`src/rtl/game_pkg.sv`:
```
`default_nettype none
// game_pkg: shared screen geometry, pool sizing and state encodings for the game datapath.
// rev 1.0
package game_pkg;

  localparam int X_W   = 10;
  localparam int Y_W   = 9;
  localparam int POS_W = X_W + Y_W;

  localparam int SCREEN_WIDTH  = 640;
  localparam int SCREEN_HEIGHT = 480;

  localparam int MAX_PLAYER_BULLET = 4;
  localparam int BULLET_WIDTH      = 4;
  localparam int BULLET_HEIGHT     = 8;
  localparam int PLAYER_WIDTH      = 32;
  localparam int PLAYER_CENTER_Y   = 440;
  localparam int BULLET_SPEED      = 4;
  localparam int FIRE_COOLDOWN     = 8;

  // Off-screen parking spot; never overlaps anything the collision logic tests.
  localparam logic [X_W-1:0] PARK_X = 10'd700;
  localparam logic [Y_W-1:0] PARK_Y = 9'd490;

  typedef enum logic {
    SLOT_IDLE   = 1'b0,
    SLOT_FLYING = 1'b1
  } slot_state_e;

  typedef enum logic {
    FIRE_READY = 1'b0,
    FIRE_WAIT  = 1'b1
  } fire_state_e;

endpackage
`default_nettype wire

```
`src/rtl/player_bullet_slot.sv`:
```
`default_nettype none
// player_bullet_slot: one IDLE/FLYING bullet slot holding its own position.
// rev 1.0
module player_bullet_slot
  import game_pkg::*;
#(
  parameter int                 SPEED  = 4,
  parameter logic [X_W-1:0]     IDLE_X = 10'd700,
  parameter logic [Y_W-1:0]     IDLE_Y = 9'd490
) (
  input  logic             i_Clk,
  input  logic             i_Rst_n,
  input  logic             i_Spawn,
  input  logic [X_W-1:0]   i_SpawnX,
  input  logic [Y_W-1:0]   i_SpawnY,
  input  logic             i_Tick,
  input  logic             i_Hit,
  input  logic             i_Clear,
  output logic             o_Active,
  output logic [POS_W-1:0] o_Position
);

  localparam logic [Y_W-1:0] STEP = Y_W'(SPEED);

  slot_state_e    state_q, state_d;
  logic [X_W-1:0] x_q, x_d;
  logic [Y_W-1:0] y_q, y_d;

  // Priority: clear, then hit, then off-top retirement, then move.
  always_comb begin
    state_d = state_q;
    x_d     = x_q;
    y_d     = y_q;
    if (i_Clear) begin
      state_d = SLOT_IDLE;
      x_d     = IDLE_X;
      y_d     = IDLE_Y;
    end else if (state_q == SLOT_IDLE) begin
      if (i_Spawn) begin
        state_d = SLOT_FLYING;
        x_d     = i_SpawnX;
        y_d     = i_SpawnY;
      end
    end else if (i_Hit || (i_Tick && (y_q < STEP))) begin
      state_d = SLOT_IDLE;
      x_d     = IDLE_X;
      y_d     = IDLE_Y;
    end else if (i_Tick) begin
      y_d = y_q - STEP;
    end
  end

  always_ff @(posedge i_Clk or negedge i_Rst_n) begin
    if (!i_Rst_n) begin
      state_q <= SLOT_IDLE;
      x_q     <= IDLE_X;
      y_q     <= IDLE_Y;
    end else begin
      state_q <= state_d;
      x_q     <= x_d;
      y_q     <= y_d;
    end
  end

  assign o_Active   = (state_q == SLOT_FLYING);
  assign o_Position = {x_q, y_q};

endmodule
`default_nettype wire

```
`src/rtl/player_bullet_manager.sv`:
```
`default_nettype none
// player_bullet_manager: player-bullet pool with fire latch, shot cooldown and slot allocation.
// rev 1.0
module player_bullet_manager #(
  parameter int MAX_PLAYER_BULLET = game_pkg::MAX_PLAYER_BULLET,
  parameter int BULLET_WIDTH      = game_pkg::BULLET_WIDTH,
  parameter int BULLET_HEIGHT     = game_pkg::BULLET_HEIGHT,
  parameter int PLAYER_WIDTH      = game_pkg::PLAYER_WIDTH,
  parameter int PLAYER_CENTER_Y   = game_pkg::PLAYER_CENTER_Y,
  parameter int BULLET_SPEED      = game_pkg::BULLET_SPEED,
  parameter int FIRE_COOLDOWN     = game_pkg::FIRE_COOLDOWN,
  parameter int PARK_X            = 700,
  parameter int PARK_Y            = 490
) (
  input  logic                                           i_Clk,
  input  logic                                           i_Rst_n,
  input  logic                                           i_Tick,
  input  logic                                           i_Clear,
  input  logic                                           i_Fire,
  input  logic [game_pkg::X_W-1:0]                       i_PlayerPosition,
  input  logic [MAX_PLAYER_BULLET-1:0]                   i_Collision,
  output logic [game_pkg::POS_W*MAX_PLAYER_BULLET-1:0]   o_BulletPosition,
  output logic [MAX_PLAYER_BULLET-1:0]                   o_BulletActive,
  output logic                                           o_FireAccepted,
  output logic                                           o_PoolFull
);

  import game_pkg::*;

  localparam int             CD_W     = (FIRE_COOLDOWN > 1) ? $clog2(FIRE_COOLDOWN) : 1;
  localparam logic [X_W-1:0] SPAWN_DX = X_W'(PLAYER_WIDTH / 2 - BULLET_WIDTH / 2);
  localparam logic [Y_W-1:0] SPAWN_Y  = Y_W'(PLAYER_CENTER_Y - BULLET_HEIGHT);

  logic [MAX_PLAYER_BULLET-1:0] active;
  logic [MAX_PLAYER_BULLET-1:0] spawn_sel;
  logic [MAX_PLAYER_BULLET-1:0] slot_spawn;
  logic                         has_free;
  logic                         accept;
  logic [X_W-1:0]               spawn_x;

  fire_state_e     fire_state_q, fire_state_d;
  logic [CD_W-1:0] cooldown_q, cooldown_d;
  logic            pending_q, pending_d;
  logic            fire_accepted_q, fire_accepted_d;

  // Lowest-index idle slot, taken from the registered state so a slot
  // retiring this cycle is only reusable on a later tick.
  always_comb begin
    spawn_sel = '0;
    has_free  = 1'b0;
    for (int k = 0; k < MAX_PLAYER_BULLET; k++) begin
      if (!active[k] && !has_free) begin
        spawn_sel[k] = 1'b1;
        has_free     = 1'b1;
      end
    end
  end

  // A zero count at a tick re-arms in that same tick, keeping shots FIRE_COOLDOWN ticks apart.
  assign accept = i_Tick & pending_q & has_free & ~i_Clear &
                  ((fire_state_q == FIRE_READY) | (cooldown_q == '0));
  assign slot_spawn = accept ? spawn_sel : '0;
  assign spawn_x    = i_PlayerPosition + SPAWN_DX;

  always_comb begin
    fire_state_d    = fire_state_q;
    cooldown_d      = cooldown_q;
    pending_d       = pending_q;
    fire_accepted_d = 1'b0;
    if (i_Clear) begin
      fire_state_d = FIRE_READY;
      cooldown_d   = '0;
      pending_d    = 1'b0;
    end else begin
      pending_d       = i_Fire | (pending_q & ~accept);
      fire_accepted_d = accept;
      if (accept) begin
        fire_state_d = FIRE_WAIT;
        cooldown_d   = CD_W'(FIRE_COOLDOWN - 1);
      end else if (i_Tick && (fire_state_q == FIRE_WAIT)) begin
        if (cooldown_q == '0) begin
          fire_state_d = FIRE_READY;
        end else begin
          cooldown_d = cooldown_q - CD_W'(1);
        end
      end
    end
  end

  always_ff @(posedge i_Clk or negedge i_Rst_n) begin
    if (!i_Rst_n) begin
      fire_state_q    <= FIRE_READY;
      cooldown_q      <= '0;
      pending_q       <= 1'b0;
      fire_accepted_q <= 1'b0;
    end else begin
      fire_state_q    <= fire_state_d;
      cooldown_q      <= cooldown_d;
      pending_q       <= pending_d;
      fire_accepted_q <= fire_accepted_d;
    end
  end

  generate
    for (genvar k = 0; k < MAX_PLAYER_BULLET; k++) begin : g_slot
      player_bullet_slot #(
        .SPEED  (BULLET_SPEED),
        .IDLE_X (X_W'(PARK_X)),
        .IDLE_Y (Y_W'(PARK_Y))
      ) u_slot (
        .i_Clk      (i_Clk),
        .i_Rst_n    (i_Rst_n),
        .i_Spawn    (slot_spawn[k]),
        .i_SpawnX   (spawn_x),
        .i_SpawnY   (SPAWN_Y),
        .i_Tick     (i_Tick),
        .i_Hit      (i_Collision[k]),
        .i_Clear    (i_Clear),
        .o_Active   (active[k]),
        .o_Position (o_BulletPosition[POS_W*k +: POS_W])
      );
    end
  endgenerate

  assign o_BulletActive = active;
  assign o_PoolFull     = &active;
  assign o_FireAccepted = fire_accepted_q;

endmodule
`default_nettype wire

```
`config.mk`:
```
export PLATFORM = sky130hd
export DESIGN_NAME = player_bullet_manager
export DESIGN_NICKNAME = d
export VERILOG_FILES = /design/src/rtl/game_pkg.sv /design/src/rtl/player_bullet_slot.sv /design/src/rtl/player_bullet_manager.sv
export SDC_FILE = /design/constraint.sdc
export NUM_CORES = 1
export LEC_CHECK = 0
export BUFFER_PORTS_ARGS = -buffer_cell sky130_fd_sc_hd__buf_2
export CORE_AREA = 5 5 122 78
export DETAILED_ROUTE_END_ITERATION = 12
export DIE_AREA = 0 0 127 83
export PLACE_DENSITY = 0.79
export SLEW_MARGIN = 0
export SYNTH_ARGS = -nofsm -noshare
export SYNTH_HDL_FRONTEND = slang
export SYNTH_SLANG_ARGS = --single-unit
```
`constraint.sdc`:
```
create_clock -name i_Clk -period 2.56 [get_ports i_Clk]
set_input_delay 0.256 -clock i_Clk [delete_from_list [all_inputs] [get_ports i_Clk]]
set_output_delay 0.256 -clock i_Clk [all_outputs]
set_load 0.01 [all_outputs]
```
==> flow_summary.toml <==
[cells_and_area]
register_area_um2 = 2112
areaGrowthSynthToFinish_pct = 20.80
nNetsFinal = 543
multiInputGateArea_um2 = 1996
drive_gt1_share_pct = 36.59
layout.cells.non_filler = 634
fillers = 687
utilization_pct = 63.23
n_antenna_cell = 0

[sta]
timing.final.crit_share_pct = 85.89
fmax_mhz = 454.8
tightestPinTransition_ps = 920.2
hold_viol = 0
post-route-min-period_ps = 2199
finalSetupViolations = 0
finalSetupTns_ps = 0
worst_hold_slack_ps = 33.34
fin_skew_ps = 8.350
slew_headroom_pct = 38.65
slew_viol_final = 0
rsz0062_at_grt = "false"

[drt]
drtIter0Drc = 327
wl_per_cell_um = 18.81
wirelength_um = 11930
drt_first_pass_iters = 5
ant_nets = 0
drc_errors = 0
vias = 3854
post_drt_via_cell_ratio = 6.079

[placement]
io_buffers = 96
hpwl_um = 8743
dpl.cell_count = 618
place_congestion = 0.9558

[clocking]
post-cts-setup-buffer-count = 0
clk_path_buf_depth = 2
clkLatencyLatePin_ps = 350
cts-resized-gates = 0
clkTransAtPathRegs_ps = 60
cts_made_buffers = 9
cts.sinks = 82
ctsHtreeMaxLevel = 3
clockRootBuffer = "clkbuf_16"
cts_hold_buf = 0
cts_tree = "done"

[power_and_ir_drop]
power.leakage_nw = 2.328
peakVddDrop_mv = 0.4490
powerDensity_nw_per_um2 = 609.4

[grt]
grt_max_degree = 74
grt-ovfl-total = 0
grt_first_pass_wirelength_um = 19870
antenna_found_initial = 0
first_global_vias = 3753
grt_use_total_pct = 23.17

[logic_synthesis]
ys_types = 70
ys_seq_area_share_pct = 48.83
synth_area_per_cell_um2 = 10.25
synth_seq_cells = 82
async_reset_ff_share_pct = 100.0
synth-edff-count = 0
synthCells = 422
ys_warn_count = 0
ys.flop_type = "dfstp_2"
synth.cell_area_um2 = 4325
synth_area_leader_cell = "dfstp_2"
synth_top_cell_area_share_pct = 29.16
synth.area.top_cells = "dfstp_2, dfrtp_1, nor2_1, a2bb2oi_1, o21ai_0"

[setup_path]
path_class = "reg2reg"
crit_buf_inv = 1
crit_chain = "inv_1, ha_1, nand2b_1, a21oi_1, o22ai_1, a22o_1"
arrival_ps = 2430
worst_path_max_delay_cell = "a21oi_1"
cp_max_fo = 11
critPathCaptureType = "flip-flop"
max_stage_delay_ps = 590
crit_family = "compound AO/OA/AOI/OAI gates"
startpoint_type = "flip-flop"
worst-endpoint-required_ps = 2790

[floorplan]
boundaryPins = 101
die_w_um = 127
core-area_um2 = 8263
initial_core_util_pct = 52.35
dieArea_um2 = 10540
rows = 26
die_h_um = 83

[run]
max-cap-violations = 0

[outcome]
status = "completed"

[min_path]
hold_class = "in2async"
[final cells by class]
type | count | area share, %
clock buffer | 11 | 4.646
clock inverter | 5 | 1.509
inverter | 22 | 1.580
multi-input combinational | 294 | 38.19
sequential | 82 | 40.42
tap | 112 | 2.682
timing repair buffer | 108 | 10.97
[cell families (layout without fill, tap and decap cells)]
logic type | after synthesis | count (layout) | synth area share (%)
flip-flops | 82 | 82 | 48.83
XOR/XNOR | 8 | 8 | 1.620
multiplexers | 4 | 4 | 0.9835
buffers and inverters | 49 | 146 | 5.293
adder cells (fa/ha/maj) | 7 | 7 | 2.025
AO/OA/AOI/OAI | 142 | 142 | 25.72
AND/OR/NAND/NOR | 129 | 129 | 15.45
other | 1 | 4 | 0.08670
[synthesized netlist by cell type, types with 5 or more instances]
| library cell | count |
|---|---|
| a22oi_1 | 7 |
| buf_2 | 9 |
| clkbuf_1 | 6 |
| a22o_1 | 9 |
| xnor2_1 | 7 |
| nand2b_1 | 6 |
| nand2_1 | 26 |
| a21o_1 | 8 |
| a2bb2oi_1 | 13 |
| o31ai_1 | 6 |
| dfstp_2 | 48 |
| buf_4 | 9 |
| nand3_1 | 6 |
| o22ai_1 | 5 |
| ha_1 | 7 |
| inv_1 | 22 |
| nor2_1 | 41 |
| o22a_1 | 7 |
| nor3b_1 | 6 |
| nor3_1 | 12 |
| a21oi_1 | 16 |
| o21a_1 | 7 |
| dfrtp_1 | 34 |
| o21ai_0 | 20 |
[where the power goes]
group / internal [mW] / switching [mW] / leakage [nW]
logic: 0.134 / 0.227 / 1.20
registers: 1.36 / 0.0597 / 0.971
clock network: 0.879 / 0.520 / 0.159
total: 2.38 / 0.807 / 2.33
[layout by cell type (no fill, tap or decap), drive strengths merged, types with 4 or more instances in the layout]
cell type  count
a21o           8
nand2         26
a2bb2oi       13
a211oi         4
or2            4
clkbuf        11
o22ai          5
buf          108
nand3          6
o31ai          7
a22oi          8
o21a           7
a22o           9
dfrtp         34
inv           22
o21ai         21
nor4b          4
conb           4
dfstp         48
xnor2          7
nor3b          6
nand2b         6
o22a           7
o2bb2ai        4
nor2          41
ha             7
or3b           4
a21oi         16
nor3          12
[path summary, 6_finish.rpt]
| path | end | slack, ps | start | cells after the start |
|---|---|---|---|---|
| min in group i_Clk | pending_q$_DFF_PN0_ | 160 | i_Fire | 3 |
| setup reg to reg | g_slot[0].u_slot.x_q[0]$_DFFE_PN0P_ | 360 | cooldown_q[0]$_DFFE_PN0P_ | 6 |
| setup / recovery | g_slot[0].u_slot.x_q[0]$_DFFE_PN0P_ | 360 | cooldown_q[0]$_DFFE_PN0P_ | 6 |
| hold / removal | o_FireAccepted$_DFF_PN0_ | 30 | i_Rst_n | 1 |
| hold reg to reg | g_slot[3].u_slot.y_q[1]$_DFFE_PN1P_ | 460 | g_slot[3].u_slot.y_q[1]$_DFFE_PN1P_ | 2 |
| max in group asynchronous | g_slot[0].u_slot.y_q[7]$_DFFE_PN1P_ | 1770 | i_Rst_n | 2 |
[registers in the layout, indices dropped and copies added (netlist names)]
signal,cells
o_FireAccepted,1
g_slot.u_slot.x_q,40
g_slot.u_slot.y_q,32
fire_state_q,1
cooldown_q,3
pending_q,1
g_slot.u_slot.o_Active,4
[stage by stage]
| stage | worst slack, ps | instance area (um^2) | power, mW |
|---|---|---|---|
| floorplan | 697.0 | 4337 | 1.651 |
| global placement | 508.0 | 4903 | 1.788 |
| detailed placement | 414.5 | 4903 | 1.800 |
| CTS | 407.7 | 5225 | 3.193 |
| global route | 173.7 | 5225 | 3.308 |
| finish | 361.2 | 5225 | 3.184 |
[per-layer routing]
metal	part of all wire (%)	vias to the layer above	track usage (%)
li1	-	1763	-
met4	1.2	0	6.524
met3	8.7	18	6.282
met5	0	-	0
met2	45	171	34.88
met1	45	1902	32.92
No activity file was read; power rests on OpenSTA's default activity.
